$ cat src/rtl/pipe_shifter_if.sv
// Operand/result handshake bundle for pipe_shifter.
interface pipe_shifter_if #(
    parameter int unsigned IN_W  = 8,
    parameter int unsigned OUT_W = 34,
    parameter int unsigned SH_W  = 5
);
    logic             in_valid;
    logic             in_ready;
    logic [IN_W-1:0]  in_data;
    logic [SH_W-1:0]  in_shift;
    logic [1:0]       in_mode;
    logic             out_valid;
    logic             out_ready;
    logic [OUT_W-1:0] out_data;
    logic             out_error;

    // Producer/consumer side
    modport master (
        output in_valid, in_data, in_shift, in_mode, out_ready,
        input  in_ready, out_valid, out_data, out_error
    );

    // Shifter side
    modport slave (
        input  in_valid, in_data, in_shift, in_mode, out_ready,
        output in_ready, out_valid, out_data, out_error
    );
endinterface

$ cat src/rtl/pipe_shifter.sv
// Fully pipelined barrel shifter: one binary shift stage per clock, with
// lost-bit error tracking and a globally stalling valid/ready pipeline.
module pipe_shifter #(
    parameter int unsigned IN_W  = 8,
    parameter int unsigned OUT_W = 34,
    parameter int unsigned SH_W  = 5
) (
    input  logic           clk,
    input  logic           rst_n,
    pipe_shifter_if.slave  io,
    output logic           busy
);

    localparam int unsigned LAST = SH_W - 1;

    localparam logic [1:0] MODE_LSL = 2'b00;
    localparam logic [1:0] MODE_LSR = 2'b01;
    localparam logic [1:0] MODE_ASR = 2'b10;

    // Per-stage payload; shift holds the not-yet-applied amount bits, LSB next.
    typedef struct packed {
        logic [OUT_W-1:0] data;
        logic [SH_W-1:0]  shift;
        logic [1:0]       mode;
        logic             err;
        logic             valid;
    } stage_t;

    stage_t stg_q [SH_W];
    stage_t stg_d [SH_W];
    stage_t in_stage;
    logic   stall;

    // Apply stage k (shift by 2^k if the current shift LSB is set).
    function automatic stage_t stage_step(input stage_t s, input int unsigned k);
        stage_t           r;
        logic [OUT_W-1:0] ones;
        logic [OUT_W-1:0] lost;
        int unsigned      amt;
        int unsigned      rot;
        r       = s;
        r.shift = s.shift >> 1;
        ones    = '1;
        lost    = '0;
        amt     = 32'd1 << k;
        rot     = 0;
        if (s.shift[0]) begin
            case (s.mode)
                MODE_LSL: begin
                    r.data = s.data << amt;
                    lost   = s.data & ~(ones >> amt);
                end
                MODE_LSR: begin
                    r.data = s.data >> amt;
                    lost   = s.data & ~(ones << amt);
                end
                MODE_ASR: begin
                    r.data = OUT_W'($signed(s.data) >>> amt);
                    lost   = s.data & ~(ones << amt);
                end
                default: begin
                    // Rotate wraps within OUT_W; nothing is ever lost.
                    rot    = amt % OUT_W;
                    r.data = (s.data << rot) | (s.data >> (OUT_W - rot));
                end
            endcase
        end
        r.err = s.err | (|lost);
        return r;
    endfunction

    assign stall       = io.out_valid & ~io.out_ready;
    assign io.in_ready = ~stall;

    // Widen the incoming operand into a stage-0 input record.
    always_comb begin
        in_stage       = '0;
        in_stage.shift = io.in_shift;
        in_stage.mode  = io.in_mode;
        in_stage.valid = io.in_valid & ~stall;
        if (io.in_mode == MODE_ASR) begin
            in_stage.data = OUT_W'($signed(io.in_data));
        end else begin
            in_stage.data = OUT_W'(io.in_data);
        end
    end

    // Next-state of every stage.
    always_comb begin
        stg_d[0] = stage_step(in_stage, 0);
        for (int k = 1; k < SH_W; k++) begin
            stg_d[k] = stage_step(stg_q[k-1], 32'(k));
        end
    end

    // Stage registers: whole pipeline holds on stall, bubbles included.
    always_ff @(posedge clk or negedge rst_n) begin
        if (!rst_n) begin
            for (int k = 0; k < SH_W; k++) begin
                stg_q[k] <= '0;
            end
        end else if (!stall) begin
            for (int k = 0; k < SH_W; k++) begin
                stg_q[k] <= stg_d[k];
            end
        end
    end

    // Activity indicator across all stages.
    always_comb begin
        busy = 1'b0;
        for (int k = 0; k < SH_W; k++) begin
            busy = busy | stg_q[k].valid;
        end
    end

    assign io.out_valid = stg_q[LAST].valid;
    assign io.out_data  = stg_q[LAST].data;
    assign io.out_error = stg_q[LAST].err;

endmodule

$ cat src/flat_wrapper.sv
// flat-port wrapper written by rule: the top's interface ports become plain ports
module pipe_shifter_flat 
#(
    parameter int unsigned IN_W  = 8,
    parameter int unsigned OUT_W = 34,
    parameter int unsigned SH_W  = 5
)
  (clk, rst_n, busy, io_in_valid, io_in_data, io_in_shift, io_in_mode, io_out_ready, io_in_ready, io_out_valid, io_out_data, io_out_error);
  pipe_shifter_if #(.IN_W(IN_W), .OUT_W(OUT_W), .SH_W(SH_W)) io_i ();
  input  logic clk;
  input  logic rst_n;
  output logic busy;
  input wire logic [$bits(io_i.in_valid)-1:0] io_in_valid;
  input wire logic [$bits(io_i.in_data)-1:0] io_in_data;
  input wire logic [$bits(io_i.in_shift)-1:0] io_in_shift;
  input wire logic [$bits(io_i.in_mode)-1:0] io_in_mode;
  input wire logic [$bits(io_i.out_ready)-1:0] io_out_ready;
  output wire logic [$bits(io_i.in_ready)-1:0] io_in_ready;
  output wire logic [$bits(io_i.out_valid)-1:0] io_out_valid;
  output wire logic [$bits(io_i.out_data)-1:0] io_out_data;
  output wire logic [$bits(io_i.out_error)-1:0] io_out_error;
  assign io_i.in_valid = io_in_valid;
  assign io_i.in_data = io_in_data;
  assign io_i.in_shift = io_in_shift;
  assign io_i.in_mode = io_in_mode;
  assign io_i.out_ready = io_out_ready;
  assign io_in_ready = io_i.in_ready;
  assign io_out_valid = io_i.out_valid;
  assign io_out_data = io_i.out_data;
  assign io_out_error = io_i.out_error;
  pipe_shifter #(.IN_W(IN_W), .OUT_W(OUT_W), .SH_W(SH_W)) u_core (.clk(clk), .rst_n(rst_n), .io(io_i), .busy(busy));
endmodule
$ cat config.mk
export PLATFORM = sky130hd
export DESIGN_NAME = pipe_shifter_flat
export DESIGN_NICKNAME = d
export VERILOG_FILES = /design/src/rtl/pipe_shifter_if.sv /design/src/rtl/pipe_shifter.sv /design/src/flat_wrapper.sv
export SDC_FILE = /design/constraint.sdc
export NUM_CORES = 1
export LEC_CHECK = 0
export BUFFER_PORTS_ARGS = -buffer_cell sky130_fd_sc_hd__buf_2
export CORE_MARGIN = 2
export CORE_UTILIZATION = 60
export DETAILED_ROUTE_END_ITERATION = 10
export HOLD_SLACK_MARGIN = 0.03
export PLACE_DENSITY = 0.8
export SYNTH_ARGS = -nofsm -noshare
export SYNTH_HDL_FRONTEND = slang
export SYNTH_SLANG_ARGS = --single-unit
$ cat constraint.sdc
create_clock -name clk -period 3.9 [get_ports clk]
set_input_delay 0.39 -clock clk [delete_from_list [all_inputs] [get_ports clk]]
set_output_delay 0.39 -clock clk [all_outputs]
set_load 0.05 [all_outputs]
Word level (Yosys, flattened, before mapping)
Cells that the tools add are included.
Operators by class
  $add $sub $neg: 0
  multiply operators: 0
  divide/modulo/power cells: 0
  $lt $le $gt $ge: 0
  equal/unequal tests: 10
  shift-type cells: 0
  multiplexer cells: 21
  bitwise operators: 17
  reductions and logical operators: 15
Operators with widths (number)
  one-hot mux 34 bit (3 select lines): 5
  2-to-1 mux 34 bit: 11
  one-hot mux 34 bit (2 select lines): 5
  OR reduction 34 bit: 5
  OR 34 x 1 -> 34 bit: 1
  OR 34 x 16 -> 34 bit: 1
  OR 34 x 2 -> 34 bit: 1
  OR 34 x 4 -> 34 bit: 1
  OR 34 x 8 -> 34 bit: 1
  equality test 2 x 1 -> 1 bit, second input constant: 5
  equality test 2 bit, second input constant: 5
  zero test 2 bit: 5
  OR reduction 2 bit: 5
  OR 1 bit: 8
  bitwise AND 1 bit: 2
  NOT 1 bit: 2
Storage, ports and cells
  register bits: 198
  bits in latches: 0
  memory bits (writable): 0
  ROM bits: 0
  output and inout port bits: 38
  memories kept: 0

Depth between registers and ports, before layout
Gate-level depths: netlist of run 1.
  word-level depth: 6
  mapped depth: 8
  depth with buffers taken out: 6

Least setup slack after synthesis of run 1
OpenSTA, ideal clock, no wires.
  path type: register to output
  start: register u_core.stg_q, in the netlist u_core.io.out_valid
  end: output io_in_ready
  arrival: 1.851 ns
  data required time: 3.510 ns
  path slack: 1.659 ns
  cell stages (with the launch flop): 6
  path buffers: 3
  cells stage by stage: dfrtp_1 -> nor2b_1 -> clkbuf_1 -> inv_1 -> buf_2 -> clkbuf_1
On the way
  cells in the longest elaborated chain, start to end: 2
RTL lines
  start: declaration: RTL line pipe_shifter.sv:29  | stage_t stg_q [SH_W];
  start signal: indexed assignment: RTL line pipe_shifter.sv:104  | stg_q[k] <= stg_d[k];
  bitwise AND 1 bit: RTL line pipe_shifter.sv:72  | assign stall = io.out_valid & ~io.out_ready;
  NOT 1 bit: RTL line pipe_shifter.sv:73  | assign io.in_ready = ~stall;
  end: declaration: RTL line flat_wrapper.sv:18  | output wire logic [$bits(io_i.in_ready)-1:0] io_in_ready;
No other way between the ends.

Worst setup path after layout of run 1
Ends and elaborated chain as after synthesis.

==> metrics.md, run 1 <==
| Metric | Value |
|---|---|
| Placer Congestion | a little over 0.9 |
| Die width | 113 µm |
| Max Fclk | between 0.4 and 0.5 GHz |
| Tot GR Track Use | a little over a quarter |
| CP endpoint kind | output port |
| GRT overflow | 0 |
| DR vias | 5970 |
| Int Pwr | 3.96 mW |
| Post-CTS resize count | 0 |
| RSZ-0062 raised after global routing | false |
| Hold Buf Count CTS | 0 |
| Clock root cell | clkbuf_16 |
| Synth warnings | 0 |
| Layout net count | between 800 and 900 |
| Clock Tree Buf Depth | 2 |
| Hold WC Path Type | in -> async |
| Port bufs | 56 |
| Psw | about 3.3 mW |
| Total routed wirelength | 15800 µm |
| Sequential fraction of the synthesis area | roughly half |
| Die H | between 100 and 150 µm |
| Initial Util | 62.2% |
| Setup Buffers After CTS | 0 |
| LEAKAGE | approximately 3.5 nW |
| Max-cap viol count | 0 |
| Skew-Pair Late Insertion Delay | around 420 ps |
| Ranking of synthesized cells by area | dfrtp_1 (48%), nand2_1 (11%), o21ai_0 (9.8%) |
| R2r startpoint | u_core.stg_q[90]$_DFFE_PN0N_ |
| Status | completed |
| Vias/cell | between 6 and 7 |
| Slew Viols, Final | 0 |
| WL per Instance | between 15 and 20 µm |
| CTS sink count | about 140 |
| # DRC | 0 |
| H-Tree Depth | 4 |
| TritonCTS buffer count | 17 |
| Num rows | 39 |
| Comb pwr share | a little over two fifths |
| Type of origin of the critical path | register |
| R2R Setup Slk | between 1500 and 2000 ps |
| Synth area leader | dfrtp_1 |
| Share of the synthesized area in the top cell type | about half |
| First-pass GRT wire length | 27200 µm |
| Critical Path Start | u_core.io.out_valid$_DFFE_PN0N_ |
| Die area | 12900 µm² |
| Hold Worst Slack | 17.8 ps |
| Slew Limit Headroom | roughly 45% |
| Multi-input gate area | ~3200 µm² |
| Largest net degree at the start of global routing | between 150 and 200 |
| R2r endpoint | u_core.stg_q[79]$_DFFE_PN0N_ |
| Drt pass-1 iters | 5 |
| Period utilization | a little under three fifths |
| Fill cells | ~940 |
| Peak VDD IR | 0.387 mV |
| Area Growth Syn to Fin | 8.27% |
| Drt initial violations | 403 |
| Total Neg Setup Slack | 0 ps |
| Register area | around 3500 µm² |
| Gate Count Post-Synth | 848 |
| Initial antenna violation count | 0 |
| Critical Path RT | 3510 ps |
| Syn Area/Cell | between 8 and 9 µm² |
| Final setup fails | 0 |
| P per Cell Area | 939 nW/µm² |
| Worst slew pin tran | approximately 800 ps |
| Final Util | ~67% |
| Number of distinct library cells after synthesis | 41 |
| Post-Syn Nets | slightly below 900 |
| Clk network pwr share | about a fifth |
| Core region area | 11600 µm² |
| Post-DP HPWL | roughly 11000 µm |
| Antenna diodes | 0 |
| Layout cell share with drive strength beyond 1 | between 10% and 20% |
| Seq cells post-synth | around 140 |
| Final hold violation count | 0 |
| Clk slew on worst S/H paths | ~60 ps |
| Reg2Reg Depth | 4 |
| Vias in the first global route | 5702 |
| Clock Skews | between 8 and 9 ps |
| IO Count | 57 |
| Critical Path AT | about 1900 ps |
| Synthesized area | between 7000 and 8000 µm² |
| CTS tree | yes |
| Total chip power | about 7.3 mW |
| CP Class | reg -> out |
| Largest fanout on the critical path | 46 |
| Switch share | between 40% and 50% |
| Remaining antenna violation count | 0 |
| Reg power frac | 37.8% |
| Fin crit period | about 2200 ps |
-- layer usage --
metal,share of wire (%),global-route usage (%)
met5,0,0
met4,4.0,15.3
met3,4.4,5.05
met2,50,45.0
met1,41,31.5
-- metrics by stage --
step                worst slack, ps  instance area, µm²  instances
floorplan                      1660                7190        848
global placement               1970                7220        959
detailed placement             1840                7220        959
CTS                            1640                7780        991
global route                   1530                7780        991
finish                         1650                7780        991
-- state kept, by name, summed over array words and instances (netlist names) --
register,count
u_core.io.out_data,34
u_core.io.out_error,1
u_core.io.out_valid,1
u_core.stg_d,18
u_core.stg_q,84
-- worst max path at each step --
| stage | endpoint | slack (ps) |
|---|---|---|
| 2_1_floorplan | io_in_ready | 1660 |
| 3_3_place_gp | u_core.io.out_data[25]$_DFFE_PN0N_ | 1970 |
| 3_5_place_dp | u_core.stg_q[79]$_DFFE_PN0N_ | 1840 |
| 4_1_cts | io_in_ready | 1640 |
| 5_1_grt | io_in_ready | 1530 |
| 6_report | io_in_ready | 1650 |
-- Yosys cell counts, drive strengths merged --
cell type / number
nor2b: 2
a311oi: 4
or2: 5
nand2: 206
nor4: 9
dfrtp: 138
o31ai: 18
a31oi: 10
nand2b: 3
a221oi: 20
a21o: 15
ha: 20
nand3: 3
buf: 41
clkbuf: 52
o21ba: 4
nand3b: 2
inv: 15
o211ai: 3
a41o: 1
and3b: 1
nor2: 39
clkinv: 2
nand4: 1
nand4b: 1
o32a: 1
a22oi: 1
o22ai: 6
and2: 4
or4: 2
a21oi: 60
nor3: 2
o311ai: 3
o21ai: 141
o2bb2ai: 10
o21a: 3
-- cells in the final DEF (no fill, tap or decap), types with 2 or more instances in the layout --
cell	netlist	final
o22ai_1	6	6
o311ai_0	2	2
a21oi_1	60	60
and2_1	4	4
o21ba_2	4	4
nand3b_1	2	2
a31oi_1	10	10
inv_1	15	14
o21a_1	3	3
o31ai_1	18	18
nor3_1	2	2
o21ai_0	141	141
buf_4	34	4
or2_2	5	5
o211ai_1	3	3
ha_1	20	20
a221oi_1	20	20
or4_1	2	2
nand3_1	3	3
nor2_1	39	39
nor4_1	9	9
clkinv_2	0	6
a21o_1	14	14
a311oi_1	4	4
buf_2	3	55
clkinv_1	2	2
nand2_1	206	206
nand2b_1	3	3
dfrtp_1	138	138
clkbuf_16	0	17
o2bb2ai_1	10	10
clkbuf_1	52	3
clkbuf_8	0	4
-- kinds of logic after synthesis --
group / synth area share (%)
AND/OR/NAND/NOR: 15.9
AO/OA/AOI/OAI: 24.9
adder cells (fa/ha/maj): 3.48
buffers and inverters: 7.67
flip-flops: 48.0
-- cell type report --
type	count	area share, %
clock buffers	24	6.32
clock inverters	8	0.868
inverters	17	0.820
multi-input cells	600	41.0
flip-flops and latches	138	44.4
well taps	143	2.30
repair buffers	61	4.32
-- power by group through the flow --
stage | logic (mW) | clock network [mW] | registers (mW)
floorplan | 2.71 | 0 | 2.52
global placement | 2.95 | 0 | 2.73
detailed placement | 3.04 | 0 | 2.76
CTS | 3.05 | 1.53 | 2.74
global route | 3.40 | 1.59 | 2.85
finish | 3.05 | 1.50 | 2.76
-- critical path: stages (launching register included) --
cell     delay [ps]
dfrtp_1         400
nor2b_4         150
inv_2           500
buf_2           390
Power figures use the tool's default switching activity.
==> run 2, diff against run 1 <==
clock period = 2.2 ns   (was 3.9 ns; I/O delays follow)
==> run 2 against run 1 <==
Compared with the run above:
- cell count up 1.8%
- non-clock buffer count grew 18
- total power grew 86%
- die area unchanged
- combinational power is 86% higher
- global-route usage up 1.4 points
- clock power increased by 110%
- largest cell class unchanged
- critical endpoint unchanged
- sequential power is 76% higher
- flip-flop and latch count unchanged
==> metrics.md, run 2 (synthesis gave the netlist of run 1 again) <==
| Metric | Value |
|---|---|
| Status | completed |
| Fin crit period | 2030 ps |
| Antenna diodes | 0 |
| Largest fanout on the critical path | 35 |
| DR vias | about 6000 |
| Clk network pwr share | 22.7% |
| Skew-Pair Late Insertion Delay | 430 ps |
| R2r startpoint | u_core.stg_d[2]$_DFFE_PN0N_ |
| Total Neg Setup Slack | 0 ps |
| Area Growth Syn to Fin | 11.7% |
| Drt initial violations | 420 |
| Max reg flops | 84 |
| Switch share | a little under half |
| Clock Tree Buf Depth | 2 |
| # DRC | 0 |
| Tot GR Track Use | 27.8% |
| Clock Skews | between 6 and 7 ps |
| Critical Path RT | 1980 ps |
| Total chip power | 13.6 mW |
| Vias in the first global route | 6010 |
| Hold path cells | 3 |
| IO Count | 57 |
| Largest net degree at the start of global routing | about 190 |
| Clk slew on worst S/H paths | approximately 60 ps |
| Slew Limit Headroom | 50.5% |
| RSZ-0062 raised after global routing | false |
| WL per Instance | between 15 and 20 µm |
| CTS sink count | about 140 |
| Drt pass-1 iters | 5 |
| CTS tree | yes |
| Period utilization | between 90% and 100% |
| Max-cap viol count | 0 |
| Slew Viols, Final | 0 |
| Final setup fails | 0 |
| H-Tree Depth | 4 |
| Placer Congestion | around 0.91 |
| Type of origin of the critical path | register |
| Peak VDD IR | between 0.8 and 0.9 mV |
| Worst slew pin tran | 743 ps |
| R2R Setup Slk | 180 ps |
| Startpoint of the worst hold path | io_in_data[7] |
| CP Class | reg -> out |
| Critical Path AT | 1810 ps |
| WHS Endpoint | u_core.stg_q[213]$_DFFE_PN0N_ |
| Commonest non-fill, non-tap cells in the layout | nand2_1 (206), o21ai_0 (141), dfrtp_1 (138) |
| Reg2Reg Depth | 5 |
| Max Fclk | around 0.49 GHz |
| P per Cell Area | roughly 1700 nW/µm² |
| Die area | roughly 13000 µm² |
| Num rows | 39 |
| Hold WC Path Type | in -> reg |
| Layout cell share with drive strength beyond 1 | a little over an eighth |
| Die width | around 110 µm |
| GRT overflow | 0 |
| Most common cell after layout, fill and taps aside | nand2_1 |
| Final hold violation count | 0 |
| Initial antenna violation count | 0 |
| Most flop-heavy register | u_core.stg_q |
| R2r endpoint | u_core.io.out_data[9]$_DFFE_PN0N_ |
| Post-DP HPWL | about 11000 µm |
| Initial Util | 62.2% |
| Psw | around 6.1 mW |
| Clock root cell | clkbuf_16 |
| CP endpoint kind | output port |
| LEAKAGE | roughly 3.6 nW |
| Vias/cell | 6.03 |
| Int Pwr | about 7.5 mW |
| Core region area | between 10000 and 15000 µm² |
| TritonCTS buffer count | 17 |
| Final non-filler cell total | 1009 |
| Port bufs | 56 |
| Reg power frac | between 30% and 40% |
| Remaining antenna violation count | 0 |
| Die H | 113 µm |
| First-pass GRT wire length | ~29000 µm |
| Total routed wirelength | about 17000 µm |
| Fill cells | 947 |
| Comb pwr share | a little over two fifths |
| Placed insts | about 970 |
| Post-CTS resize count | 0 |
| Layout net count | about 890 |
==> run 2: changes by cell type in the layout (fill, tap and decap cells not counted) <==
cell / delta
buf_12: +1
buf_4: +11
bufinv_16: +3
clkbuf_1: -3
clkinv_2: -3
clkinv_4: +1
clkinvlp_4: +2
dlygate4sd3_1: +6
==> run 2: final cells by class <==
cell class | count | area [µm²] | share of cell area [%]
inverters | 17 | 63.8 | 0.794
flip-flops and latches | 138 | 3450 | 43.0
well taps | 143 | 179 | 2.23
multi-input cells | 600 | 3190 | 39.7
clock inverters | 11 | 166 | 2.07
clock buffers | 21 | 480 | 5.98
repair buffers | 79 | 499 | 6.21
==> run 2: worst max-delay path by stage <==
stage                                                from                                end  slack [ps]  cells past startpoint
after detailed placement      u_core.stg_d[2]$_DFFE_PN0N_  u_core.io.out_data[8]$_DFFE_PN0N_         240                      5
final                     u_core.io.out_valid$_DFFE_PN0N_                        io_in_ready         170                      3
after global routing          u_core.stg_d[2]$_DFFE_PN0N_  u_core.io.out_data[8]$_DFFE_PN0N_          60                      5
after global placement      u_core.stg_d[131]$_DFFE_PN0N_      u_core.stg_q[169]$_DFFE_PN0N_         360                      6
after CTS                 u_core.io.out_valid$_DFFE_PN0N_                        io_in_ready         190                      3
after floorplan           u_core.io.out_valid$_DFFE_PN0N_    u_core.io.out_error$_DFFE_PN0N_          40                      6
==> run 2: what timing repair did <==
action,in CTS,in global routing
buffers inserted,0,0
hold endpoints to repair,62,0
hold buffers,6,0
==> run 2: metrics by stage <==
step           util (%)  hold slack [ps]  cell area (µm²)  worst slack (ps)
2_1_floorplan         -            -75.6             7190              37.9
3_3_place_gp       63.4              224             7330               363
3_5_place_dp       63.4              230             7330               239
4_1_cts            69.5              103             8030               188
5_1_grt            69.5              142             8030              61.9
6_report           69.5              108             8030               175
==> run 2: power groups by stage <==
| stage | Combinational, mW | Sequential, mW | Clock, mW |
|---|---|---|---|
| 2_1_floorplan | 4.81 | 4.46 | 0 |
| 3_3_place_gp | 5.41 | 4.79 | 0 |
| 3_5_place_dp | 5.57 | 4.85 | 0 |
| 4_1_cts | 5.64 | 4.82 | 3.10 |
| 5_1_grt | 6.27 | 4.99 | 3.23 |
| 6_report | 5.66 | 4.86 | 3.09 |
==> run 2: worst max-delay path, cell delays in order (launching register included) <==
cell     delay (ps)
dfrtp_1         400
nor2b_4         150
inv_2           450
buf_2           380
==> run 2: routing by layer <==
metal	routed length, µm	global-route usage [%]
met4	454	11.1
met3	729	5.69
met5	0	0
met1	7060	33.0
met2	8750	49.6
